===== src/rtl/gpu_pkg.sv =====
// Shared types and constants for the GPU display path.
package gpu_pkg;

  typedef enum logic [1:0] {
    IDLE  = 2'd0,
    FETCH = 2'd1,
    DRAIN = 2'd2,
    DONE  = 2'd3
  } frame_reader_state_t;

  localparam int unsigned FRAME_WORDS_640X480 = 307200;
  localparam int          CNT_W               = 19;

endpackage


===== src/rtl/frame_reader_fifo.sv =====
// Show-ahead pixel FIFO: the head entry is always presented on dout,
// so a consumer holding ready high drains one entry per cycle.
module frame_reader_fifo #(
  parameter int WIDTH = 24,
  parameter int DEPTH = 16,
  localparam int AW   = $clog2(DEPTH)
) (
  input  logic             clk,
  input  logic             reset,
  input  logic             push,
  input  logic [WIDTH-1:0] din,
  input  logic             pop,
  output logic [WIDTH-1:0] dout,
  output logic             empty,
  output logic [AW:0]      count
);

  localparam logic [AW:0] FULL_CNT = (AW+1)'(DEPTH);

  logic [WIDTH-1:0] mem [DEPTH];
  logic [AW-1:0]    wr_ptr, rd_ptr;
  logic             full, do_push, do_pop;

  assign empty   = (count == '0);
  assign full    = (count == FULL_CNT);
  assign do_pop  = pop && !empty;
  // A pop frees the head slot in the same cycle, so a full FIFO may still accept.
  assign do_push = push && (!full || do_pop);
  assign dout    = mem[rd_ptr];

  always_ff @(posedge clk) begin
    if (do_push) mem[wr_ptr] <= din;
  end

  always_ff @(posedge clk or posedge reset) begin
    if (reset) begin
      wr_ptr <= '0;
      rd_ptr <= '0;
      count  <= '0;
    end else begin
      if (do_push) wr_ptr <= wr_ptr + AW'(1);
      if (do_pop)  rd_ptr <= rd_ptr + AW'(1);
      case ({do_push, do_pop})
        2'b10:   count <= count + (AW+1)'(1);
        2'b01:   count <= count - (AW+1)'(1);
        default: count <= count;
      endcase
    end
  end

endmodule


===== src/rtl/frame_reader.sv =====
// Streams one frame of 32-bit words from SDRAM (Avalon-MM reads) into RGB pixels.
// Define FRAME_READER_LOOP_EN for continuous refresh (DONE restarts the fetch).
module frame_reader
  import gpu_pkg::*;
#(
  parameter logic [25:0] BASE_ADDR   = 26'h0,
  parameter int unsigned FRAME_WORDS = FRAME_WORDS_640X480,
  parameter int unsigned FIFO_DEPTH  = 16
) (
  input  logic        clk,
  input  logic        reset,
  input  logic        start,
  output logic        SD_read,
  output logic [25:0] SD_address,
  input  logic        waitrequest,
  input  logic [31:0] SD_rdata,
  input  logic        SD_rdatavalid,
  output logic [7:0]  pix_r,
  output logic [7:0]  pix_g,
  output logic [7:0]  pix_b,
  output logic        pix_valid,
  input  logic        pix_ready,
  output logic        busy,
  output logic        frame_done
);

  localparam int AW = $clog2(FIFO_DEPTH);
  localparam logic [CNT_W-1:0] LAST    = CNT_W'(FRAME_WORDS);
  localparam logic [CNT_W-1:0] DEPTH_C = CNT_W'(FIFO_DEPTH);
  localparam logic [CNT_W-1:0] ONE     = CNT_W'(1);

`ifdef FRAME_READER_LOOP_EN
  localparam bit LOOP = 1'b1;
`else
  localparam bit LOOP = 1'b0;
`endif

  frame_reader_state_t state, state_next;

  logic [CNT_W-1:0] issued, outstanding;
  logic [AW:0]      fifo_count;
  logic             fifo_empty;
  logic [23:0]      fifo_dout;
  logic             accept, ret, pop, room, load, last_pop;
  logic             rdata_unused;

  assign rdata_unused = ^SD_rdata[31:24];

  assign accept   = SD_read && !waitrequest;
  // Returns are only meaningful for the frame in progress; stale ones after a reset are dropped.
  assign ret      = SD_rdatavalid && (state == FETCH || state == DRAIN);
  assign pop      = pix_valid && pix_ready;
  assign room     = (CNT_W'(fifo_count) + outstanding) < DEPTH_C;
  assign load     = (state == IDLE && start) || (state == DONE && LOOP);
  assign last_pop = (fifo_count == (AW+1)'(1)) && pop;

  always_ff @(posedge clk or posedge reset) begin
    if (reset) state <= IDLE;
    else       state <= state_next;
  end

  always_comb begin
    state_next = state;
    case (state)
      IDLE:    if (start) state_next = FETCH;
      FETCH:   if (issued == LAST) state_next = DRAIN;
      DRAIN:   if (outstanding == '0 && (fifo_empty || last_pop)) state_next = DONE;
      DONE:    state_next = LOOP ? FETCH : IDLE;
      default: state_next = IDLE;
    endcase
  end

  // Requests are gated so every word in flight already has a FIFO slot reserved.
  always_comb begin
    busy       = (state != IDLE);
    frame_done = (state == DONE);
    SD_read    = (state == FETCH) && (issued < LAST) && room;
  end

  always_ff @(posedge clk or posedge reset) begin
    if (reset) begin
      SD_address  <= BASE_ADDR;
      issued      <= '0;
      outstanding <= '0;
    end else if (load) begin
      SD_address  <= BASE_ADDR;
      issued      <= '0;
      outstanding <= '0;
    end else begin
      if (accept) begin
        SD_address <= SD_address + 26'd4;
        issued     <= issued + ONE;
      end
      case ({accept, ret})
        2'b10:   outstanding <= outstanding + ONE;
        2'b01:   outstanding <= outstanding - ONE;
        default: outstanding <= outstanding;
      endcase
    end
  end

  frame_reader_fifo #(
    .WIDTH(24),
    .DEPTH(FIFO_DEPTH)
  ) u_fifo (
    .clk   (clk),
    .reset (reset),
    .push  (ret),
    .din   (SD_rdata[23:0]),
    .pop   (pop),
    .dout  (fifo_dout),
    .empty (fifo_empty),
    .count (fifo_count)
  );

  assign pix_valid = !fifo_empty;
  assign pix_r     = fifo_dout[7:0];
  assign pix_g     = fifo_dout[15:8];
  assign pix_b     = fifo_dout[23:16];

endmodule

===== config.mk =====
export PLATFORM = sky130hd
export DESIGN_NAME = frame_reader
export DESIGN_NICKNAME = d
export VERILOG_FILES = /design/src/rtl/gpu_pkg.sv /design/src/rtl/frame_reader_fifo.sv /design/src/rtl/frame_reader.sv
export SDC_FILE = /design/constraint.sdc
export NUM_CORES = 1
export LEC_CHECK = 0
export BUFFER_PORTS_ARGS = -buffer_cell sky130_fd_sc_hd__buf_2
export CORE_ASPECT_RATIO = 0.8
export CORE_MARGIN = 4
export CORE_UTILIZATION = 66
export DETAILED_ROUTE_END_ITERATION = 8
export PLACE_DENSITY = 0.88
export SYNTH_ARGS = -nofsm -noshare
export SYNTH_HDL_FRONTEND = slang
export SYNTH_SLANG_ARGS = --single-unit

===== constraint.sdc =====
create_clock -name clk -period 14.8 [get_ports clk]
set_clock_uncertainty 0.2 [all_clocks]
set_input_delay 2.96 -clock clk [delete_from_list [all_inputs] [get_ports clk]]
set_output_delay 2.96 -clock clk [all_outputs]
set_load 0.02 [all_outputs]

Yosys cells after proc, flatten, opt, wreduce, memory -nomap -nowiden
Memory sizes are Yosys's and may differ from the RTL's. Index checks and enable logic that the tools add are counted.

Register bits: 79. Bits in writable memories: 384. Bits of input ports: 38. Output and inout bits: 54. Logic and storage cells: 69. Memories: 1.

Add/sub/neg operators: 9. Order comparisons: 2. Eq/ne operators: 13. Multiplexer cells: 13. Reductions and logical operators: 24.

Memories: u_fifo.mem (words 16, bits a word 24, read ports 1, clocked after memory_dff 0, wr ports 1, RTL line frame_reader_fifo.sv:20) `logic [WIDTH-1:0] mem [DEPTH];`.

Operator list (number): two-way mux 19 bit (3); two-way mux 26 bit (2); adder 19 x 1 -> 19 bit, second input constant (2); case mux 19 bit (2 select lines) (1); adder 26 x 3 -> 26 bit, second input constant (1); adder 5 x 19 -> 19 bit (1); == test 19 bit, second input constant (1); logical NOT 19 bit (1); < comparator 19 bit, second input constant (1); < comparator 19 x 5 -> 1 bit, second input constant (1); subtractor 19 x 1 -> 19 bit, second input constant (1); logical AND 1 bit (10); case mux 5 bit (2 select lines) (1); adder 4 x 1 -> 4 bit, second input constant (2); == test 2 bit, second input constant (4); case mux 2 bit (4 select lines) (1); == test 2 x 1 -> 1 bit, second input constant (3); two-way mux 2 bit (3); nonzero test 2 bit (3); adder 5 x 1 -> 5 bit, second input constant (1); == test 5 x 1 -> 1 bit, second input constant (1); == test 5 bit, second input constant (1); logical NOT 5 bit (1); subtractor 5 x 1 -> 5 bit, second input constant (1); 8 further kinds (14).

Logic depth before layout (Yosys ltp)
Depth in word-level cells: 8. Depth in mapped cells: 21. Gate-level depth less buffers: 19.

Cells and area by module
From an unflattened synthesis, not the netlist that was laid out.

Cell total of the unflattened synthesis: 1205. Area, all modules: 19726.4 um^2.

Modules (own cells, without submodules): frame_reader_fifo (times used 1, cells an instance 699, area each 15366.0 um^2, sequential area each 11856.4 um^2); frame_reader (times used 1, cells an instance 506, area each 4360.4 um^2, sequential area each 1601.5 um^2).

Worst setup path after synthesis
No wires, ideal clock.

Path type: in2reg. Start point: input waitrequest. End point: register outstanding[17]. Library setup time: 0.078 ns. Arrival time: 6.030 ns. Data required time: 14.522 ns. Setup slack: 8.492 ns. Stages on the path: 17. Buffers on the path: 2. Path through: inv_1 o2111ai_1 a211oi_2 buf_6 buf_2 or2_2 inv_1 ha_1 a211oi_1 o211ai_1 a31oi_1 a22oi_1 a211o_1 a21oi_1 xnor2_1 nand2_1 a21oi_1.

Longest elaborated chain between the ends: 5. Elaborated cells between the ends (all ways): 7. Classes of those cells: eq/ne: 2; mux: 2; reduce/logical: 3.

RTL lines: from (decl) (RTL line frame_reader.sv:15) `input logic waitrequest,`; logical NOT 1 bit * (RTL line frame_reader.sv:49) `assign accept = SD_read && !waitrequest;`; logical AND 1 bit * (RTL line frame_reader.sv:49); == test 2 x 1 -> 1 bit / == test 2 bit (equally long branches) (RTL line frame_reader.sv:94) `case ({accept, ret})`; case mux 19 bit (2 select lines) (RTL line frame_reader.sv:94); two-way mux 19 bit (RTL line frame_reader.sv:85) `end else if (load) begin`; to (signal assigned) (RTL line frame_reader.sv:95) `2'b10: outstanding <= outstanding + ONE;`; to (signal assigned) (RTL line frame_reader.sv:96) `2'b01: outstanding <= outstanding - ONE;`; to (signal assigned) (RTL line frame_reader.sv:97) `default: outstanding <= outstanding;`; to (decl) (RTL line frame_reader.sv:40) `logic [CNT_W-1:0] issued, outstanding;`.

Mark *: on every way between the ends. The rest lies on a longest branch, timed or not. A chain may end at the register's enable or synchronous reset.

Worst setup path after layout
Start point: register u_fifo.rd_ptr[0]. End point: output pix_g[3].

Longest elaborated chain between the ends: 1.

RTL lines: from (decl) (RTL line frame_reader_fifo.sv:21) `logic [AW-1:0] wr_ptr, rd_ptr;`; from (signal assigned) (RTL line frame_reader_fifo.sv:42) `if (do_pop) rd_ptr <= rd_ptr + AW'(1);`; memory (16 x 24 bit); to (decl) (RTL line frame_reader.sv:19) `output logic [7:0] pix_g,`.

Every way passes these cells.

==> flow_summary.yaml <==
status:
  outcome: "finished, final reports clean"
clock_network:
  cts_tree: "built"
  clock_sinks: 461
  clockBufferDepth: 3
  cts_resized: 0
  cts_root_buffer: "clkbuf_16"
  htree_levels: 2
  hold_buffers: 0
  clk_pin_slew_ns: 0.06
  cts_buffers: 44
  post_cts_buffers: 0
  clock_latency_ns: 0.54
setup_path:
  cp_data_required_time_ns: 11.64
  arrival_ns: 3.94
  worstSetupPathType: "reg2out"
  crit_path_end_kind: "output port"
  worstSetupStartpointType: "flip-flop"
  worstRegToRegCells: 19
  critPathMaxFanout: 55
power_and_ir_drop:
  p_leak_nw: 7.76
  p_int_mw: 2.75
  switching_share: 0.329
  pwr-share-clk: 0.270
  pwr-share-seq: 0.415
  comb_power_share: 0.315
  power.density_nw_per_um2: 188
  ir_worst_vdd_mv: 0.129
  power_mw: 4.10
  power.switching_mw: 1.35
sta:
  finalSetupTns_ns: 0
  fmax_ghz: 0.141
  min_period_ns: 7.10
  hold_violations: 0
  tightest_slew_ns: 1.21
  whs_ns: 0.355
  setup_viol: 0
  slew_viol_final: 0
  rsz0062_at_grt: "no"
  finalCritPeriodShare: 0.480
  worst_slack_ns: 7.70
  slew_headroom: 0.195
logic_synthesis:
  syn_area_per_cell_um2: 17.4
  ys_ff_latch: 461
  synth_edf_count: 384
  syn_area_um2: 19500
  ys_seq_area_frac: 0.689
  synth_top_area_frac: 0.590
  synth_area_leaders: "edfxtp_1, mux4_2, dfrtp_1"
  synthCells: 1124
  synth_cell_types: 60
  ys_warn_count: 0
  yosysTopAreaCell: "edfxtp_1"
  synth_async_sr_flop_share: 0.167
  ys.flop_type: "edfxtp_1"
floorplan:
  initial_core_util: 0.668
  die_x_um: 200
  die_h_um: 162
  die_area_um2: 32400
  coreArea_um2: 29200
  num_rows: 56
  ios: 92
final_layout:
  synthToLayoutAreaGrowth_pct: 11.5
  final_cells: 1633
  layout_common_cells: "edfxtp_1, mux4_2, buf_2"
  antenna-diode-count: 0
  final_layout_size_suffix_gt1_frac: 0.244
  multi_input_area_um2: 5780
  fin_area_um2: 21800
  fillers: 1545
  fin_nets: 1300
  ff_latch_area_um2: 13500
  final_common_cell: "edfxtp_1"
  fin_util: 0.746
route:
  via_per_inst: 6.88
  wire_per_inst_um: 29.1
  routed_wl_um: 47500
  first_iter_violations: 1372
  first_pass_iters: 8
  ant_nets: 0
  via_count: 11200
  drc: 0
place:
  hpwl_um: 24500
  dpl-instance-area_um2: 20400
  place_ws_ns: 8.12
  dpl.cell_count: 1554
  gp_congestion: 0.840
  port_buffers: 81
global_routing:
  antenna_found_initial: 2
  overflow: 0
  groute.usage.overall: 0.300
  grt_pass1_wl_um: 72300
  grt_pass1_vias: 11500
  grt_max_degree: 78
hold_path:
  holdPathStages: 2
  holdCritPathClass: "reg2reg"
run:
  maxCapViolCount: 0
[area by class of cell]
| type | instances | area share |
|---|---|---|
| well taps | 377 | 0.0217 |
| clock buffers | 51 | 0.0537 |
| inverters | 23 | 0.00396 |
| repair buffers | 103 | 0.0262 |
| flip-flops and latches | 461 | 0.618 |
| clock inverters | 28 | 0.0109 |
| multi-input cells | 590 | 0.265 |
[per-layer routing]
layer | wire length [um] | GRT usage
met5 | 21 | 0
met4 | 1920 | 0.115
met3 | 4490 | 0.0589
met2 | 24200 | 0.502
met1 | 16900 | 0.401
[registers in the layout (all words and copies together) (netlist names)]
| register | cells |
|---|---|
| u_fifo.wr_ptr | 4 |
| u_fifo.rd_ptr | 4 |
| SD_address | 24 |
| u_fifo.count | 5 |
| u_fifo.mem | 384 |
| outstanding | 19 |
| issued | 19 |
| state | 2 |
[worst max-delay path, cell delays in order, from the launching register on]
cell     delay (ns)
dfrtp_4        1.01
buf_4          0.93
mux4_2         0.65
mux4_2         0.55
buf_2          0.19
[kinds of logic after synthesis]
family,count (synthesis),share of synthesized area
muxes,128,0.143
xor gates and xnor gates,53,0.0247
adders and majority gates,39,0.0254
buffers and inverters,74,0.0156
other,1,0.000192
DFF,461,0.689
AOI/OAI and AO/OA,105,0.0345
and+or+nand+nor,263,0.0678
[path summary, 6_finish.rpt]
kind,from,slack [ns],endpoint
worst max-delay path,u_fifo.rd_ptr[0],7.70,pix_g[3]
worst min-delay path,SD_address[25],0.35,SD_address[25]
worst max register to register,u_fifo.count[2],9.20,outstanding[17]
worst min register to register,SD_address[25],0.35,SD_address[25]
max in group asynchronous,reset,11.14,u_fifo.rd_ptr[1]
min in group asynchronous,reset,2.52,SD_address[25]
[power by group through the flow]
stage | clock network (mW) | logic, mW | registers [mW]
2_1_floorplan | 0 | 1.02 | 1.60
3_3_place_gp | 0 | 1.20 | 1.71
3_5_place_dp | 0 | 1.25 | 1.72
4_1_cts | 1.12 | 1.29 | 1.70
5_1_grt | 1.18 | 1.38 | 1.72
6_report | 1.11 | 1.29 | 1.70
[cells in the mapped netlist (3+ instances only)]
library cell  number
or3_1              6
edfxtp_1         384
a21oi_1           42
nor3_1            11
buf_1             12
nor4_1             6
nor2_1            63
dfrtp_1           77
mux4_2           120
a21o_1             3
a31o_2             3
buf_4              4
buf_2              4
a31oi_1            4
or2_2              3
xor2_1            32
xnor2_1           20
a211oi_1           5
ha_1              38
clkbuf_1          30
nand2_1           70
mux2i_1            6
and2_1            25
nand3_1           15
nand4b_1           4
nand2b_1           6
or4_1              3
inv_1             23
and3_1            14
o211ai_1           6
o21ai_0           18
nand4_1           27
and4_1             3
Note: power is estimated with default switching activity, not from simulation.
